[config.mk]
export PLATFORM = sky130hd
export DESIGN_NAME = write_back_stage
export DESIGN_NICKNAME = d
export VERILOG_FILES = /design/src/rtl/write_back_stage.sv
export SDC_FILE = /design/constraint.sdc
export NUM_CORES = 1
export LEC_CHECK = 0
export BUFFER_PORTS_ARGS = -buffer_cell sky130_fd_sc_hd__buf_2
export CAP_MARGIN = 20
export CELL_PAD_IN_SITES_DETAIL_PLACEMENT = 1
export CELL_PAD_IN_SITES_GLOBAL_PLACEMENT = 1
export CORE_UTILIZATION = 29
export DETAILED_ROUTE_END_ITERATION = 6
export MAX_ROUTING_LAYER = met4
export PLACE_DENSITY_LB_ADDON = 0.08
export SYNTH_ARGS = -nofsm -noshare
export SYNTH_HDL_FRONTEND = slang
export SYNTH_SLANG_ARGS = --single-unit
export TNS_END_PERCENT = 50
[constraint.sdc]
create_clock -name clk_i -period 2.9 [get_ports clk_i]
set_clock_uncertainty 0.05 [all_clocks]
set_input_delay 0.145 -clock clk_i [delete_from_list [all_inputs] [get_ports clk_i]]
set_output_delay 0.145 -clock clk_i [all_outputs]
set_load 0.02 [all_outputs]
[src/rtl/write_back_stage.sv]
// rtl/write_back_stage.sv - registered RV32 write-back stage with load formatting and EBREAK halt
//
// Purpose:
//   Takes one instruction per cycle from the MEM/DATA stage, selects the ALU
//   result or a formatted load value, and presents a registered write to the
//   register file one cycle after accept. EBREAK retires and then halts the
//   stage until reset.
//
// Optional feature:
//   WB_RETIRE_CNT_EN - when defined, retire_cnt_o counts retired instructions
//   (wraps at 2^CNT_W, freezes in HALT). When undefined, retire_cnt_o is 0.
//
// Ports:
//   clk_i, rst_i                 clock, asynchronous active-high reset
//   MD_valid_i / MD_ready_o      upstream handshake (ready depends on state only)
//   MD_instr_i, MD_pc_i          instruction word and its PC
//   MD_wen_i, MD_sel_reg_i       write enable, 1 = ALU result / 0 = load result
//   MD_valE_i, MD_valM_i         ALU result (load address), raw aligned memory word
//   W_valid_o, W_wen_o           retire pulse, register-file write enable
//   W_rd_o, W_data_o, W_pc_o     destination, write data, retiring PC
//   halt_o                       core halted by EBREAK
//   retire_cnt_o                 retired-instruction count

module write_back_stage #(
    parameter int XLEN        = 32,
    parameter int INSTR_WIDTH = 32,
    parameter int REG_ADDR_W  = 5,
    parameter int CNT_W       = 64
) (
    input  logic                   clk_i,
    input  logic                   rst_i,
    input  logic                   MD_valid_i,
    output logic                   MD_ready_o,
    input  logic [INSTR_WIDTH-1:0] MD_instr_i,
    input  logic [XLEN-1:0]        MD_pc_i,
    input  logic                   MD_wen_i,
    input  logic                   MD_sel_reg_i,
    input  logic [XLEN-1:0]        MD_valE_i,
    input  logic [XLEN-1:0]        MD_valM_i,
    output logic                   W_valid_o,
    output logic                   W_wen_o,
    output logic [REG_ADDR_W-1:0]  W_rd_o,
    output logic [XLEN-1:0]        W_data_o,
    output logic [XLEN-1:0]        W_pc_o,
    output logic                   halt_o,
    output logic [CNT_W-1:0]       retire_cnt_o
);

    localparam logic [INSTR_WIDTH-1:0] EBREAK_INSTR = INSTR_WIDTH'(32'h0010_0073);

    typedef enum logic {
        RUN  = 1'b0,
        HALT = 1'b1
    } state_t;

    state_t state;

    logic                  accept;
    logic                  is_ebreak;
    logic [REG_ADDR_W-1:0] rd;
    logic [2:0]            funct3;
    logic [1:0]            off;
    logic [7:0]            byte_sel;
    logic [15:0]           half_sel;
    logic [XLEN-1:0]       load_data;
    logic [XLEN-1:0]       wb_data;

    assign MD_ready_o = (state == RUN);
    assign accept     = MD_valid_i & MD_ready_o;
    assign is_ebreak  = (MD_instr_i == EBREAK_INSTR);
    assign rd         = MD_instr_i[7 +: REG_ADDR_W];
    assign funct3     = MD_instr_i[14:12];
    assign off        = MD_valE_i[1:0];

    // Little-endian lane select; halfword ignores off[0] (misaligned halves
    // are assumed to have been handled upstream).
    always_comb begin
        byte_sel = MD_valM_i[7:0];
        case (off)
            2'd0: byte_sel = MD_valM_i[7:0];
            2'd1: byte_sel = MD_valM_i[15:8];
            2'd2: byte_sel = MD_valM_i[23:16];
            2'd3: byte_sel = MD_valM_i[31:24];
            default: byte_sel = MD_valM_i[7:0];
        endcase
        half_sel = off[1] ? MD_valM_i[31:16] : MD_valM_i[15:0];
    end

    always_comb begin
        load_data = MD_valM_i;
        case (funct3)
            3'b000: load_data = {{(XLEN-8){byte_sel[7]}}, byte_sel};
            3'b001: load_data = {{(XLEN-16){half_sel[15]}}, half_sel};
            3'b010: load_data = MD_valM_i;
            3'b100: load_data = {{(XLEN-8){1'b0}}, byte_sel};
            3'b101: load_data = {{(XLEN-16){1'b0}}, half_sel};
            default: load_data = MD_valM_i;
        endcase
    end

    assign wb_data = MD_sel_reg_i ? MD_valE_i : load_data;

    always_ff @(posedge clk_i or posedge rst_i) begin
        if (rst_i) begin
            state     <= RUN;
            W_valid_o <= 1'b0;
            W_wen_o   <= 1'b0;
            W_rd_o    <= '0;
            W_data_o  <= '0;
            W_pc_o    <= '0;
            halt_o    <= 1'b0;
        end else begin
            // valid/wen are pulses; payload holds between accepts
            W_valid_o <= accept;
            W_wen_o   <= accept & MD_wen_i & (rd != '0) & ~is_ebreak;
            if (accept) begin
                W_rd_o   <= rd;
                W_data_o <= wb_data;
                W_pc_o   <= MD_pc_i;
            end
            case (state)
                RUN: begin
                    if (accept && is_ebreak) begin
                        state  <= HALT;
                        halt_o <= 1'b1;
                    end
                end
                HALT: begin
                    state  <= HALT;
                    halt_o <= 1'b1;
                end
                default: begin
                    state  <= RUN;
                    halt_o <= 1'b0;
                end
            endcase
        end
    end

`ifdef WB_RETIRE_CNT_EN
    // Counting on accept keeps the count in step with W_valid_o, so the
    // value is already updated on the retire cycle itself. No accepts occur
    // in HALT, so the count freezes there without extra logic.
    logic [CNT_W-1:0] retire_cnt;

    always_ff @(posedge clk_i or posedge rst_i) begin
        if (rst_i) begin
            retire_cnt <= '0;
        end else if (accept) begin
            retire_cnt <= retire_cnt + 1'b1;
        end
    end

    assign retire_cnt_o = retire_cnt;
`else
    assign retire_cnt_o = '0;
`endif

endmodule

Word-level counts from Yosys, hierarchy flattened
Index checks and enable logic that the tools add are counted.
{"block": "totals", "ff_bits": 73, "inputBits": 133, "wordCells": 33}
{"block": "classes", "eq_ne": 8, "n_bitwise": 6, "mux": 8, "n_reduce_logical": 4}
{"operator": "case mux 32 bit (4 select lines)", "n": 1}
{"operator": "== test 32 x 21 -> 1 bit (second input constant)", "n": 1}
{"operator": "2-to-1 mux 32 bit", "n": 1}
{"operator": "case mux 8 bit (4 select lines)", "n": 1}
{"operator": "2-to-1 mux 16 bit", "n": 1}
{"operator": "== test 3 bit (second input constant)", "n": 2}
{"operator": "nonzero test 5 bit", "n": 1}
{"operator": "bitwise AND 1 bit", "n": 4}
{"operator": "== test 2 bit (second input constant)", "n": 2}
{"operator": "case mux 1 bit (2 select lines)", "n": 2}
{"operator": "== test 3 x 1 -> 1 bit (second input constant)", "n": 1}
{"operator": "logical NOT 3 bit", "n": 1}
{"operator": "== test 2 x 1 -> 1 bit (second input constant)", "n": 1}
{"operator": "logical NOT 2 bit", "n": 1}
{"operator": "2-to-1 mux 1 bit", "n": 2}
{"operator": "inequality test 2 x 1 -> 1 bit (second input constant)", "n": 1}
{"operator": "inverter 1 bit", "n": 2}
{"operator": "logical AND 1 bit", "n": 1}

Logic depth before layout (Yosys ltp)
Gate-level depths: netlist of the first run.
{"block": "depth", "depth_word": 5, "ltp_mapped": 7, "ltp_nobuf": 6}

Worst setup path after synthesis of the first run
OpenSTA, ideal clock, no wires.
{"block": "synth_timing", "kind": "register to register", "from": "register state", "to": "register W_data_o[23]", "stages_incl_launch_ff": 8, "t_arrival_ns": 1.367, "n_path_buf": 1, "synth_period_minus_slack_ns": 1.538, "setup_slack_ns": 1.362, "required_time_ns": 2.729, "setup_time_ns": 0.121, "cell_sequence": "dfrtp_1 -> inv_1 -> nand2_1 -> inv_2 -> clkbuf_1 -> o211ai_1 -> o21ai_0 -> nand2_2"}
{"block": "synth_via", "elab_chain_len": 2}
{"element": "from (decl)", "line": "56", "text": "state_t state;"}
{"element": "from (signal assigned)", "line": "105", "text": "state <= RUN;"}
{"element": "from (signal assigned)", "line": "124", "text": "state <= HALT;"}
{"element": "from (signal assigned)", "line": "129", "text": "state <= HALT;"}
{"element": "inverter 1 bit"}
{"element": "named net MD_ready_o", "line": "33", "text": "output logic MD_ready_o,"}
{"element": "bitwise AND 1 bit", "line": "69", "text": "assign accept = MD_valid_i & MD_ready_o;"}
{"element": "to (signal assigned)", "line": "118", "text": "W_data_o <= wb_data;"}
{"element": "to (decl)", "line": "43", "text": "output logic [XLEN-1:0] W_data_o,"}
The timed path passes the listed nets, and every way through them passes these cells.
A chain may end at the register's enable or synchronous reset.

Worst setup path in the final report of the first run
{"block": "layout_timing", "from": "register state", "to": "register W_data_o[30]"}
{"block": "layout_via", "elab_chain_len": 2}
{"element": "inverter 1 bit"}
{"element": "bitwise AND 1 bit", "line": "69"}
No other way between the ends.

==> flow_summary_export.csv, run 1 <==
group,metric,value,unit
synth,synth-compound-area-share,0.1590,
placed_design,placed_cell_area,5031,um^2
cts,ctsResizeCount,0,
cts,cts_tree,"yes",
global_route,grt_pass1_vias,4103,
timing,worst_pin_slew,898.6,ps
global_route,grt_usage,0.2094,
worst_setup_path,endpoint_kind,"register",
synth,syn_inst,469,
route,wire_per_inst,16.25,um
timing,max-slew-margin-rel,0.4000,
synth,async_flop_share,1.000,
synth,synthMuxAreaShare,0.02559,
timing,finalCritPeriodShare,0.6495,
final_layout,fin_area,5698,um^2
global_route,antenna_found_initial,0,
global_route,grt_max_degree,56,
cts,htree_num_levels,3,
synth,ys_types,46,
timing,finalSetupViolCount,0,
route,num_vias,4071,
synth,synth_seq_area_share,0.4447,
synth,synthXorXnorAreaFrac,0,
final_layout,fin_nets,835,
synth,synth-simple-area-share,0.2132,
route,via_per_inst,4.600,
floorplan,rows,43,
synth,synth_top_area_cell,"dfrtp_1",
power,ir_drop,0.0002528,V
placed_design,hpwl,10520,um
floorplan,die_w,121.0,um
synth,avgSynthCellArea,8.758,um^2
synth,synth_enable_flop_cells,0,
final_layout,drive_gt1_frac,0.3447,
placed_design,finalWeightedCongestion,0.7853,
run_status,status,"completed",
worst_setup_path,crit_fanout,55,
cts,cts_root_buffer,"clkbuf_16",
worst_setup_path,cp.arrival,2040,ps
synth,synthTopCellsByCount,"nand2_1 (123), dfrtp_1 (73), buf_4 (65)",
synth,synthAdderAreaFrac,0,
floorplan,die-area,14640,um^2
cts,numCtsBuffers,9,
route,initialDrtViolationCount,125,
final_layout,num_antenna_cells,0,
timing,slew_violations,0,
floorplan,coreArea,13830,um^2
cts,clkLatencyLatePin,340,ps
placed_design,port_buffers,205,
global_route,overflow,0,
synth,synth_seq_cells,73,
floorplan,start_util,0.2971,
synth,synth_flop_cell,"dfrtp_1",
power,p_per_area,528.2,nW/um^2
final_layout,nFillCells,1710,
synth,yosysWarnings,0,
floorplan,io_pins,270,
timing,timing.hold.ws,22.01,ps
timing,rsz0062_at_grt,"false",
timing,timing.final.crit_period,1884,ps
cts,clkTransAtPathRegs,60,ps
synth,synth.area.top_cells,"dfrtp_1 (44%), buf_4 (12%), nand2_1 (11%)",
timing,fin_setup_tns,0,ps
timing,finalHoldViolations,0,
route,postRouteWirelength,14380,um
job,maxCapViolCount,0,
worst_setup_path,cp.required,3060,ps
timing,fmax,530.9,MHz
worst_setup_path,crit_type,"reg -> reg",
power,p_leak,3.004,nW
synth,yosys.area.top_type_share,0.4447,
min_path,hold_class,"in -> reg",
floorplan,fp.dieH,121.0,um
route,ant_nets,0,
cts,cts_max_path_buffers,2,
synth,synthMostInstantiatedCell,"nand2_1",
synth,syn_area,4108,um^2
global_route,grt_pass1_wl,22360,um
cts,clock-sinks,73,
worst_setup_path,startpoint_type,"register",
synth,synth_top_family_by_area,"simple AND/OR/NAND/NOR gates",
route,drc,0,
route,drt_pass1_iterations,4,
final_layout,area_growth,38.71,%
cells in the final DEF, fill, tap and decap left out, types with 2 or more instances in the layout:
master         instances
buf_2                205
nand2_1              122
dfrtp_1               73
conb_1                64
dlygate4sd3_1         39
o21ai_0               23
nor2_1                23
a21oi_1               21
nand3b_1              15
a221oi_1              13
clkbuf_16              9
and3_1                 7
a22oi_1                7
o21ai_2                7
buf_4                  7
mux2i_1                6
o21bai_1               6
a22o_1                 6
nand2_2                5
nor2b_1                4
nor3_1                 4
inv_1                  3
o211ai_1               3
a21o_1                 2
mux4_2                 2
nor4b_1                2
nand4_1                2
nor4_1                 2
clkinv_2               2
clkbuf_1               2
path summary, 6_finish.rpt:
path	start	endpoint	slack (ps)	cells past startpoint
max	state$_DFF_PP0_	W_data_o[30]$_DFFE_PP0P_	1020	6
min	MD_valE_i[7]	W_data_o[7]$_DFFE_PP0P_	20	3
max reg2reg	state$_DFF_PP0_	W_data_o[30]$_DFFE_PP0P_	1020	6
min reg2reg	W_pc_o[14]$_DFFE_PP0P_	W_pc_o[14]$_DFFE_PP0P_	410	2
max in group asynchronous	rst_i	W_data_o[4]$_DFFE_PP0P_	1920	4
min in group asynchronous	rst_i	W_pc_o[19]$_DFFE_PP0P_	360	4
cell type report:
class / count / area, um^2 / area share
clock buffers: 11 / 232.7 / 0.04084
clock inverters: 3 / 43.79 / 0.007686
inverters: 6 / 23.77 / 0.004172
multi-input cells: 361 / 1877 / 0.3294
flip-flops and latches: 73 / 1827 / 0.3206
repair buffers: 251 / 1469 / 0.2578
well taps: 180 / 225.2 / 0.03953
cell families (layout without fill, tap and decap cells):
logic type,count (synthesis),in the layout
simple gates,193,193
buf+inv,98,271
compound gates,96,96
flops,73,73
mux,8,8
other cells,1,64
sequential cells by signal, indices dropped and copies added, names as in the netlist:
name	flops
W_pc_o	32
W_rd_o	5
W_wen_o	1
halt_o	1
state	1
W_valid_o	1
W_data_o	32
worst max-delay path: stages (launching register included):
cell      delay (ps)
dfrtp_1          400
inv_1            100
nand2_2           70
inv_2            640
o211ai_1         200
o21ai_0          180
nand2_2           80
through the flow:
| step | instances | utilization | power, W | worst slack, ps |
|---|---|---|---|---|
| 2_1_floorplan | 532 | - | 0.001676 | 851.7 |
| 3_3_place_gp | 832 | 0.3639 | 0.001886 | 875.6 |
| 3_5_place_dp | 832 | 0.3639 | 0.001899 | 803.2 |
| 4_1_cts | 885 | 0.4121 | 0.003054 | 1004 |
| 5_1_grt | 885 | 0.4121 | 0.003163 | 809.8 |
| 6_report | 885 | 0.4121 | 0.003010 | 1016 |
what timing repair did:
action	4_1_cts	5_1_grt
buffers inserted	0	0
hold buffers	39	0
endpoints found under the hold margin	111	0
where the power goes:
group,switching (W),internal [W],leakage (nW)
clock,0.000436,0.000657,0.135
sequential,0.0000530,0.00112,0.867
combinational,0.000476,0.000267,2.00
routing by layer:
metal / global-route usage / routed length [um] / vias to the layer above
met5: - / 0 / -
met4: 0.06790 / 259 / 0
met3: 0.04182 / 834 / 18
met2: 0.3596 / 7382 / 164
met1: 0.2448 / 5908 / 1964
li1: - / - / 1925
Power figures use the tool's default switching activity.
==> run 2: changes to the inputs <==
==> constraint.sdc (replaced) <==
create_clock -name clk_i -period 1.83 [get_ports clk_i]
set_clock_uncertainty 0.05 [all_clocks]
set_input_delay 0.0915 -clock clk_i [delete_from_list [all_inputs] [get_ports clk_i]]
set_output_delay 0.0915 -clock clk_i [all_outputs]
set_load 0.02 [all_outputs]
==> run 2 against run 1 <==
Utilization increased by 1.1 points. The run now ends with hold timing left. Clock power increased by 68%. Sequential share of layout area decreased by 0.82 points. Clock-buffer cell count increased by 1. Global-route usage decreased by 0.84 points. Fmax increased by 14%. Highest routed layer unchanged. Wire length decreased by 2.1%. Combinational power increased by 61%. Cell count increased by 1.6%.
==> flow_summary_export.csv, run 2 (synthesized netlist as in run 1, its figures left out) <==
group,metric,value,unit
worst_setup_path,cp.depth,4,
cts,clkTransAtPathRegs,60,ps
route,drc,0,
route,via_per_inst,4.487,
run_status,violations,"hold timing",
global_route,grt_pass1_vias,3951,
worst_setup_path,cp.required,2040,ps
final_layout,layout_common_cells,"buf_2 (205), nand2_1 (122), dfrtp_1 (73)",
timing,finalSetupViolCount,0,
floorplan,start_util,0.2971,
worst_setup_path,path_cells,"or3b_1 > nor3_4 > nand2_2 > o21ai_0",
timing,finalHoldViolations,1,
worst_setup_path,r2r_end,"W_data_o[27]$_DFFE_PP0P_",
cts,numCtsBuffers,9,
worst_setup_path,startpoint_type,"register",
worst_setup_path,reg2reg_depth,4,
floorplan,die_w,121.0,um
timing,fmax,607.3,MHz
final_layout,reg_top3,"W_data_o x32, W_pc_o x32, W_rd_o x5",
final_layout,final_core_util,0.4229,
global_route,grt_max_degree,59,
worst_setup_path,crit_fanout,16,
cts,clkLatencyLatePin,340,ps
min_path,hold_class,"in -> reg",
power,ir_drop,0.0004244,V
timing,finalCritPeriodShare,0.8999,
power,p_leak,3.068,nW
worst_setup_path,max_stage_delay,510,ps
cts,htree_num_levels,3,
floorplan,coreArea,13830,um^2
timing,rsz0062_at_grt,"false",
timing,slew_violations,0,
worst_setup_path,crit_family,"simple AND/OR/NAND/NOR gates",
worst_setup_path,crit_start,"state$_DFF_PP0_",
run_status,status,"finished, violations left",
global_route,grt_pass1_wl,21620,um
timing,worst_pin_slew,671.8,ps
power,p_per_area,834.2,nW/um^2
worst_setup_path,endpoint,"W_data_o[27]$_DFFE_PP0P_",
final_layout,drive_gt1_frac,0.3515,
floorplan,rows,43,
final_layout,mostFrequentLayoutCell,"buf_2",
worst_setup_path,critical_path.slowest_cell,"or3b_1",
worst_setup_path,rr_startpoint,"state$_DFF_PP0_",
worst_setup_path,reg2reg_setup_slack,180,ps
cts,ctsHoldBuffers,43,
route,postRouteWirelength,14090,um
route,wire_per_inst,15.67,um
floorplan,die-area,14640,um^2
global_route,grt_usage,0.2010,
timing,timing.final.crit_period,1647,ps
route,drt_pass1_iterations,4,
global_route,antenna_found_initial,2,
worst_setup_path,cp.arrival,1860,ps
floorplan,fp.dieH,121.0,um
final_layout,fin_nets,845,
global_route,overflow,0,
timing,timing.hold.ws,-1.327,ps
cts,cts_setup_buffers,0,
final_layout,area_growth,42.34,%
timing,fin_setup_tns,0,ps
cts,cts_max_path_buffers,2,
cts,ctsResizeCount,0,
cts,cts_tree,"yes",
route,initialDrtViolationCount,192,
worst_setup_path,critPathBufInv,0,
route,ant_nets,0,
cts,cts_root_buffer,"clkbuf_16",
timing,max-slew-margin-rel,0.5512,
worst_setup_path,crit_type,"reg -> reg",
placed_design,hpwl,10540,um
job,maxCapViolCount,0,
placed_design,port_buffers,205,
placed_design,finalWeightedCongestion,0.7677,
route,num_vias,4034,
floorplan,io_pins,270,
cts,clock-sinks,73,
worst_setup_path,endpoint_kind,"register",
-- run 2: layer usage --
metal | routed length [um] | track usage | vias up
met3 | 774 | 0.04088 | 11
met1 | 6261 | 0.2575 | 1933
met2 | 6896 | 0.3189 | 143
li1 | - | - | 1947
met5 | 0 | - | -
met4 | 154 | 0.06250 | 0
-- run 2: where the power goes --
part           leakage, nW  total [W]  switching [W]  internal (W)
Combinational         2.05    0.00120       0.000752      0.000443
Sequential           0.867    0.00186      0.0000829       0.00177
Clock                0.149    0.00183       0.000695       0.00113
Total                 3.07    0.00488        0.00153       0.00335
-- run 2: how the worst min path moves through the flow --
| stage | endpoint | start | cells past startpoint | slack [ps] |
|---|---|---|---|---|
| 2_1_floorplan | W_pc_o[0]$_DFFE_PP0P_ | MD_pc_i[0] | 2 | 150 |
| 3_3_place_gp | W_data_o[20]$_DFFE_PP0P_ | rst_i | 2 | 170 |
| 3_5_place_dp | W_data_o[28]$_DFFE_PP0P_ | rst_i | 2 | 170 |
| 4_1_cts | W_data_o[20]$_DFFE_PP0P_ | MD_valE_i[20] | 3 | 1 |
| 5_1_grt | W_data_o[20]$_DFFE_PP0P_ | MD_valE_i[20] | 3 | 7 |
| 6_report | W_data_o[20]$_DFFE_PP0P_ | MD_valE_i[20] | 3 | -1 |
-- run 2: area by class of cell --
type / count / area, um^2
clock buffer: 12 / 256.5
sequential: 73 / 1827
fill: 1722 / 7980
timing repair buffer: 261 / 1579
tap: 180 / 225.2
antenna: 2 / 5.005
inverter: 6 / 26.28
clock inverter: 4 / 51.30
multi-input combinational: 361 / 1877
-- run 2: worst reg2reg max path: cells and delay by family (launching register included) --
family          cells  cell delay (ps)
flops               1              400
simple gates        3              950
compound gates      1              180
-- run 2: metrics by stage --
stage	hold WS [ps]	power, W	setup slack, ps	std cells	area [um^2]
after floorplan	146.9	0.002656	291.5	532	4348
after global placement	173.8	0.002997	211.8	838	5104
after detailed placement	168.6	0.003015	171.3	838	5104
after CTS	1.053	0.004934	152.0	897	5842
after global routing	7.046	0.005131	47.03	899	5847
final	-1.327	0.004877	183.2	899	5847
